==> config.mk <==
export PLATFORM = sky130hd
export DESIGN_NAME = rd_ptr_handler
export DESIGN_NICKNAME = d
export VERILOG_FILES = /design/src/rtl/rd_ptr_handler.sv
export SDC_FILE = /design/constraint.sdc
export NUM_CORES = 1
export LEC_CHECK = 0
export BUFFER_PORTS_ARGS = -buffer_cell sky130_fd_sc_hd__buf_2
export CAP_MARGIN = 5
export CORE_UTILIZATION = 47
export DETAILED_ROUTE_END_ITERATION = 10
export GPL_TIMING_DRIVEN = 1
export HOLD_SLACK_MARGIN = 0.08
export PLACE_DENSITY = 0.85
export SYNTH_ARGS = -nofsm -noshare
export SYNTH_HDL_FRONTEND = slang
export SYNTH_SLANG_ARGS = --single-unit
==> constraint.sdc <==
create_clock -name rclk -period 2.9 [get_ports rclk]
set_input_delay 0.435 -clock rclk [delete_from_list [all_inputs] [get_ports rclk]]
set_output_delay 0.435 -clock rclk [all_outputs]
set_load 0.1 [all_outputs]
==> src/rtl/rd_ptr_handler.sv <==
// Read-side pointer manager for the asynchronous FIFO (read clock domain).
// Keeps binary and Gray read pointers and drives the memory read address.
// Derives empty, almost_empty, occupancy and a sticky underflow flag from
// the write Gray pointer, which arrives already synchronized into rclk.
module rd_ptr_handler #(
   parameter int PTR_WIDTH = 4,
   parameter int AE_THRESH = 2
) (
   input  logic                 rclk,
   input  logic                 rrst,
   input  logic                 r_en,
   input  logic [PTR_WIDTH-1:0] gray_wptr,
   output logic [PTR_WIDTH-1:0] binary_rptr,
   output logic [PTR_WIDTH-1:0] gray_rptr,
   output logic [PTR_WIDTH-2:0] rd_addr,
   output logic                 empty,
   output logic                 almost_empty,
   output logic [PTR_WIDTH-1:0] rd_count,
   output logic                 underflow
);

   localparam logic [PTR_WIDTH-1:0] AE_LEVEL = PTR_WIDTH'(AE_THRESH);

   logic                 rd_acc;
   logic [PTR_WIDTH-1:0] binary_rptr_p;
   logic [PTR_WIDTH-1:0] gray_rptr_p;
   logic [PTR_WIDTH-1:0] wbin;
   logic [PTR_WIDTH-1:0] count_p;

   // Next-state pointers: a read is only accepted while not empty.
   always_comb begin
      rd_acc        = r_en & ~empty;
      binary_rptr_p = binary_rptr + {{(PTR_WIDTH-1){1'b0}}, rd_acc};
      gray_rptr_p   = binary_rptr_p ^ (binary_rptr_p >> 1);
   end

   // Gray-to-binary decode of the write pointer, MSB-first XOR prefix.
   always_comb begin
      wbin = '0;
      wbin[PTR_WIDTH-1] = gray_wptr[PTR_WIDTH-1];
      for (int i = PTR_WIDTH - 2; i >= 0; i--) begin
         wbin[i] = wbin[i+1] ^ gray_wptr[i];
      end
   end

   // Occupancy after this cycle's read and write-pointer movement; the wrap
   // bit makes a completely full FIFO distinguishable from an empty one.
   always_comb begin
      count_p = wbin - binary_rptr_p;
   end

   // Pointer and flag registers; the flags look at next-state pointers so
   // empty rises on the same edge that consumes the last word.
   always_ff @(posedge rclk) begin
      if (rrst) begin
         binary_rptr  <= '0;
         gray_rptr    <= '0;
         empty        <= 1'b1;
         almost_empty <= 1'b1;
         rd_count     <= '0;
         underflow    <= 1'b0;
      end else begin
         binary_rptr  <= binary_rptr_p;
         gray_rptr    <= gray_rptr_p;
         empty        <= (gray_rptr_p == gray_wptr);
         almost_empty <= (count_p <= AE_LEVEL);
         rd_count     <= count_p;
         underflow    <= underflow | (r_en & empty);
      end
   end

   assign rd_addr = binary_rptr[PTR_WIDTH-2:0];

endmodule

==> impl_metrics.toml, run 1 <==
[floorplan]
rows = 13
dieArea_sq_um = 1688
initial_utilization = 0.5256
die_w_um = 41.09
die_height_um = 41.09
io_pins = 25
coreArea_sq_um = 1366

[power]
combPwrFrac = 0.441
p_sw_mw = 0.2868
peakVddDrop_uv = 392.0
p_int_mw = 0.3497
p_leak_nw = 0.4301
p_per_area_nw_per_um2 = 732.0
p_clk_frac = 0.215
power.share.sequential = 0.344
swShare = 0.4506

[grt]
grt_first_pass_wirelength_mm = 1.697
grt_use_met3 = 0.01630
overflow = 0
met1_usage = 0.1715
antenna_found_initial = 0
use_met2 = 0.2656
grt_start_max_net_pins = 17
grt_pass1_vias = 453
busiest_layer = "met2"
track_usage = 0.1572

[timing]
worst_pin_slew_ps = 577.6
fin_tns_setup_ps = 0
whs_ps = 423.6
layout_setup_ws_ps = 450.9
fin_crit_sh = 0.8445
relSlewSlack = 0.6131
rsz0062_at_grt = "no"
hold_viol_final = 0
skew_ps = 2.822
setup_violations = 0
fmax_mhz = 408.3
fin_crit_ps = 2449
final_max_slew_viol_count = 0

[logic_synthesis]
synth_xor_area_frac = 0.2073
synthesis.nets = 85
ys_warn_count = 0
synth_fa_ha_area_frac = 0.09756
ys_ff_latch = 14
syn_avg_cell_area_sq_um = 9.838
synth-compound-area-share = 0.08711
synth-simple-area-share = 0.1551
ys_types = 24
synth_area_leaders = "dfxtp_1, xnor2_1, ha_1, nor2_1, xor2_1"
synth_cells = 73
ys_seq_area_frac = 0.3902
syn_area_sq_um = 718.2
synth_top_cell_by_area = "dfxtp_1"
synthMuxAreaShare = 0
synth_top_area_share = 0.3902
synth_top_family_by_area = "XOR/XNOR gates"

[clock_network]
clock_path_buffers = 2
ctsHtreeMaxLevel = 1
cts_sinks = 14
cts-root-buf = "clkbuf_4"
clock_latency_ps = 270
cts_tree = "yes"
cts_hold_buffers = 0
ctsResizeCount = 0
cts_setup_buffers = 0
path_clk_slew_ps = 80
numCtsBuffers = 3

[worst_setup_path]
worstPathMaxFanout = 4
crit_chain = "buf_2, nor2b_1, ha_1, ha_1, inv_1, ha_1, nor2b_1, or3_1, a311oi_2, xor2_1, o21ba_1"
required_ps = 3120
slowest_stage = "ha_1"
crit_path_start_kind = "input port"
endpoint_kind = "flop"
crit_arrival_ps = 2670
cpMostUsedCell = "ha_1"
crit_family = "adder cells"
worstSetupPathType = "input port to flop"
cp.buffers_inverters = 2
max_stage_delay_ps = 370

[placed_design]
port_buffers = 24
gp_congestion = 0.7633
dp_slack_ps = 149.6
hpwl_um = 980.3
placed_area_sq_um = 833.3

[detailed_routing]
ant_nets = 0
drcViolationCount = 0
drt_iter0_drc = 2
vias = 557
wl_mm = 1.183
dr.pass1.iters = 4
routed_via_density = 4.973
wire_per_inst_um = 10.56

[finish]
n_antenna_cell = 0
syn2layout_area_growth_pct = 21.08
fill_cells = 127
finalNetCount = 110
drive_above_1_share = 0.3505
fin_area_sq_um = 869.6
final_common_cell = "buf_2"
layout_common_cells = "buf_2, nor2_1, dfxtp_1"

[status]
outcome = "completed"

[flow_run]
drv_cap = 0

[min_path]
hold_class = "input port to flop"
==> state kept, by name (all words and copies together) (netlist names) <==
signal,flops
underflow,1
empty,1
almost_empty,1
gray_rptr,3
rd_count,4
binary_rptr,4
==> synth_stat cells <==
library cell  number
a21oi_1            1
buf_4              4
clkbuf_1           1
xnor2_1            8
o21ba_1            1
inv_1              3
nor2_1            12
a311oi_2           1
ha_1               4
dfxtp_1           14
fa_1               1
xor2_4             1
o21ai_0            3
xnor2_2            1
nor2b_1            3
nand3_1            2
nor3_1             1
xor2_1             4
nor4_1             1
nand2b_1           1
o211a_1            1
or3_1              2
nand2_1            2
a21o_1             1
==> layer usage <==
metal,vias to the layer above,wire length [um]
li1,283,-
met1,256,519
met2,16,594
met3,2,48
met4,0,20
met5,-,0
==> area by class of cell <==
type	instances	area [sq um]	area share
repair buffers	25	127.6	0.1468
clock buffers	4	36.28	0.04173
flip-flops and latches	14	282.8	0.3252
multi-input cells	51	392.9	0.4518
well taps	15	18.77	0.02158
inverters	3	11.26	0.01295
==> power by group through the flow <==
stage / Clock, mW / Combinational [mW] / Sequential, mW
floorplan: 0 / 0.0914 / 0.374
global placement: 0 / 0.278 / 0.223
detailed placement: 0 / 0.282 / 0.224
CTS: 0.140 / 0.282 / 0.219
global route: 0.147 / 0.299 / 0.222
finish: 0.137 / 0.280 / 0.219
==> per-stage QoR <==
stage	cells	utilization	power, mW
2_1_floorplan	73	-	0.4653
3_3_place_gp	108	0.6099	0.5006
3_5_place_dp	108	0.6099	0.5056
4_1_cts	112	0.6364	0.6421
5_1_grt	112	0.6364	0.6681
6_report	112	0.6364	0.6365
==> cell families (layout without fill, tap and decap cells) <==
family / after synthesis / in the layout
AOI/OAI and AO/OA: 8 / 8
xor gates and xnor gates: 14 / 14
adders and majority gates: 5 / 5
buffers and inverters: 8 / 32
DFF: 14 / 14
and+or+nand+nor: 24 / 24
==> worst reg2reg max path, delay by kind of cell (launching register included) <==
family | cells | cell delay [ps]
DFF | 1 | 340
xor gates and xnor gates | 1 | 220
adders and majority gates | 3 | 840
AOI/OAI and AO/OA | 2 | 410
and+or+nand+nor | 3 | 520
buffers and inverters | 1 | 80
==> worst paths after layout <==
check | slack (ps) | startpoint | depth (start not counted) | to
min reg2reg | 510 | underflow | 2 | underflow
max reg2reg | 450 | empty | 10 | almost_empty
max | 450 | r_en | 11 | almost_empty
min | 420 | r_en | 3 | underflow
(Power assumes the default switching activity.)
==> run 2, diff against run 1 <==
ABC_AREA = 1   (was default)
CORE_UTILIZATION = 43   (was 47)
PLACE_DENSITY = 0.81   (was 0.85)
clock period = 2.1 ns   (was 2.9 ns; I/O delays follow)
==> run 2 against run 1 <==
Synthesized cell count increased by 48%. Setup slack got worse by 260 ps. Worst hold slack worse by 150 ps. Sequential power grew 37%. Via count up 31%. Sequential share of layout area decreased by 2.0 points. Final area rose by 9.1%. Power up 28%. Die area up 16%. Area after synthesis is 7.3% higher. Clock-buffer cell count decreased by 1. Critical path depth grew 2. Largest cell class unchanged. Largest power group unchanged. Highest routed layer unchanged.
==> impl_metrics.toml, run 2 <==
[power]
combPwrFrac = 0.446
p_leak_nw = 0.5295
p_sw_mw = 0.3798
p_int_mw = 0.4344
p_clk_frac = 0.187
peakVddDrop_uv = 452.3
p_per_area_nw_per_um2 = 858.5
power.share.sequential = 0.367
swShare = 0.4665

[worst_setup_path]
crit_path_start_kind = "flop"
max_stage_delay_ps = 350
endpoint_kind = "flop"
rr_endpoint = "almost_empty"
cpMostUsedCell = "nand2_1"
cp.buffers_inverters = 2
reg2reg_from = "empty"
required_ps = 2280
r2r_setup_slack_ps = 190
worstSetupPathType = "flop to flop"
worstPathMaxFanout = 4
crit_family = "adder cells"
slowest_stage = "dfxtp_4"
reg2reg_depth = 13
crit_chain = "nor2_1, ha_1, ha_4, inv_1, ha_1, inv_1, o21bai_1, nand2_1, nand2_1, nand2_1, nand2_1, nor2_2, nor2_2"
startpoint = "empty"
crit_arrival_ps = 2080

[min_path]
worstHoldPathCells = 3
hold_class = "input port to flop"
min_from = "r_en"
hold_end = "underflow"

[grt]
overflow = 0
grt_first_pass_wirelength_mm = 2.408
grt_start_max_net_pins = 12
track_usage = 0.1689
antenna_found_initial = 0
grt_pass1_vias = 647

[detailed_routing]
drt-met1-wl_um = 656
routed_via_density = 4.650
drcViolationCount = 0
vias = 730
wire_per_inst_um = 9.369
wl_met2_um = 673
ant_nets = 0
dr.pass1.iters = 4
routed.top_layer = "met4"
drt_iter0_drc = 15
wl_mm = 1.471
wl_met3_um = 104

[timing]
setup_violations = 0
relSlewSlack = 0.6781
fin_crit_sh = 0.9075
skew_ps = 1.729
whs_ps = 275.6
hold_viol_final = 0
fmax_mhz = 524.7
final_max_slew_viol_count = 0
fin_crit_ps = 1906
rsz0062_at_grt = "no"
fin_tns_setup_ps = 0
worst_pin_slew_ps = 486.2

[finish]
finalNetCount = 146
final_cells = 157
n_antenna_cell = 0
reg_top3 = "binary_rptr: 4 flops, rd_count: 4 flops, gray_rptr: 3 flops"
syn2layout_area_growth_pct = 23.05
fill_cells = 155
final_common_cell = "nand2_1"
layout_common_cells = "nand2_1, buf_2, inv_1"
fin_area_sq_um = 948.4
drive_above_1_share = 0.3158

[clock_network]
cts_sinks = 14
cts_hold_buffers = 0
cts-root-buf = "clkbuf_4"
clock_path_buffers = 2
clock_latency_ps = 280
cts_setup_buffers = 0
path_clk_slew_ps = 80
numCtsBuffers = 3
ctsHtreeMaxLevel = 1
cts_tree = "yes"
ctsResizeCount = 0

[logic_synthesis]
ys_warn_count = 0
synth_area_leaders = "dfxtp_1, nand2_1, ha_1, inv_1, nor2_1"
synth_cells = 108
synthArstFlopShare = 0
synth-edff-count = 0
ys_seq_area_frac = 0.3636
syn_avg_cell_area_sq_um = 7.136
yosys_most_used_dff = "dfxtp_1"
ys_ff_latch = 14
synth_commonest_cells = "nand2_1, dfxtp_1, inv_1"
syn_area_sq_um = 770.7
synth_top_cell_by_area = "dfxtp_1"
ys_types = 18
synth_top_area_share = 0.3636
yosysMostFrequentCell = "nand2_1"
synthesis.nets = 120

[floorplan]
coreArea_sq_um = 1594
io_pins = 25
die_w_um = 44.34
rows = 14
die_height_um = 44.34
initial_utilization = 0.4835
dieArea_sq_um = 1966

[status]
outcome = "completed"

[placed_design]
port_buffers = 24
placed_area_sq_um = 922.1
gp_congestion = 0.8027
dp_cells = 153
hpwl_mm = 1.225

[flow_run]
drv_cap = 0
## run 2: kinds of logic (layout without fill, tap and decap cells)
family                   after synthesis  in the layout  synth area share
buffers and inverters                 18             43            0.1088
AO/OA/AOI/OAI                          4              4           0.02922
AND/OR/NAND/NOR                       64             64            0.3636
XOR/XNOR                               3              3           0.04384
flip-flops                            14             14            0.3636
adder cells (fa/ha/maj)                5              5           0.09091
## run 2: worst max path at each step
stage               cells after the start            to  slack [ps]
global route                            8  almost_empty          50
global placement                       14  almost_empty         110
finish                                 13  almost_empty         190
CTS                                    13  almost_empty         180
detailed placement                     12  almost_empty          30
floorplan                              13  almost_empty          50
## run 2: through the flow
step / total power [mW] / setup WS, ps / utilization
global placement: 0.6652 / 105.5 / 0.5785
CTS: 0.8195 / 182.5 / 0.5950
finish: 0.8142 / 194.1 / 0.5950
detailed placement: 0.6694 / 28.18 / 0.5785
global route: 0.8530 / 47.26 / 0.5950
floorplan: 0.6156 / 45.33 / -
## run 2: power groups by stage
stage	clock, mW	combinational [mW]	sequential [mW]
final	0.153	0.363	0.299
after global placement	0	0.360	0.305
after detailed placement	0	0.364	0.306
after CTS	0.155	0.365	0.299
after global routing	0.165	0.385	0.303
after floorplan	0	0.120	0.496
## run 2: area by class of cell
cell class	instances	area [sq um]	area share
well taps	24	30.03	0.03166
inverters	13	48.80	0.05145
flip-flops and latches	14	289.0	0.3047
multi-input cells	76	419.2	0.4420
clock buffers	3	22.52	0.02375
clock inverters	1	3.754	0.003958
repair buffers	26	135.1	0.1425
## run 2: worst register-to-register path, delay by kind of cell (launching register included)
family,cells,cell delay (ps)
buffers and inverters,2,120
AO/OA/AOI/OAI,1,50
AND/OR/NAND/NOR,7,440
adder cells (fa/ha/maj),3,860
flip-flops,1,350
## run 2: per-layer routing
metal  up-vias  GRT usage
li1        380          -
met1       313     0.2010
met2        33     0.2824
met3         4    0.02449
met4         0     0.1091
met5         -          0
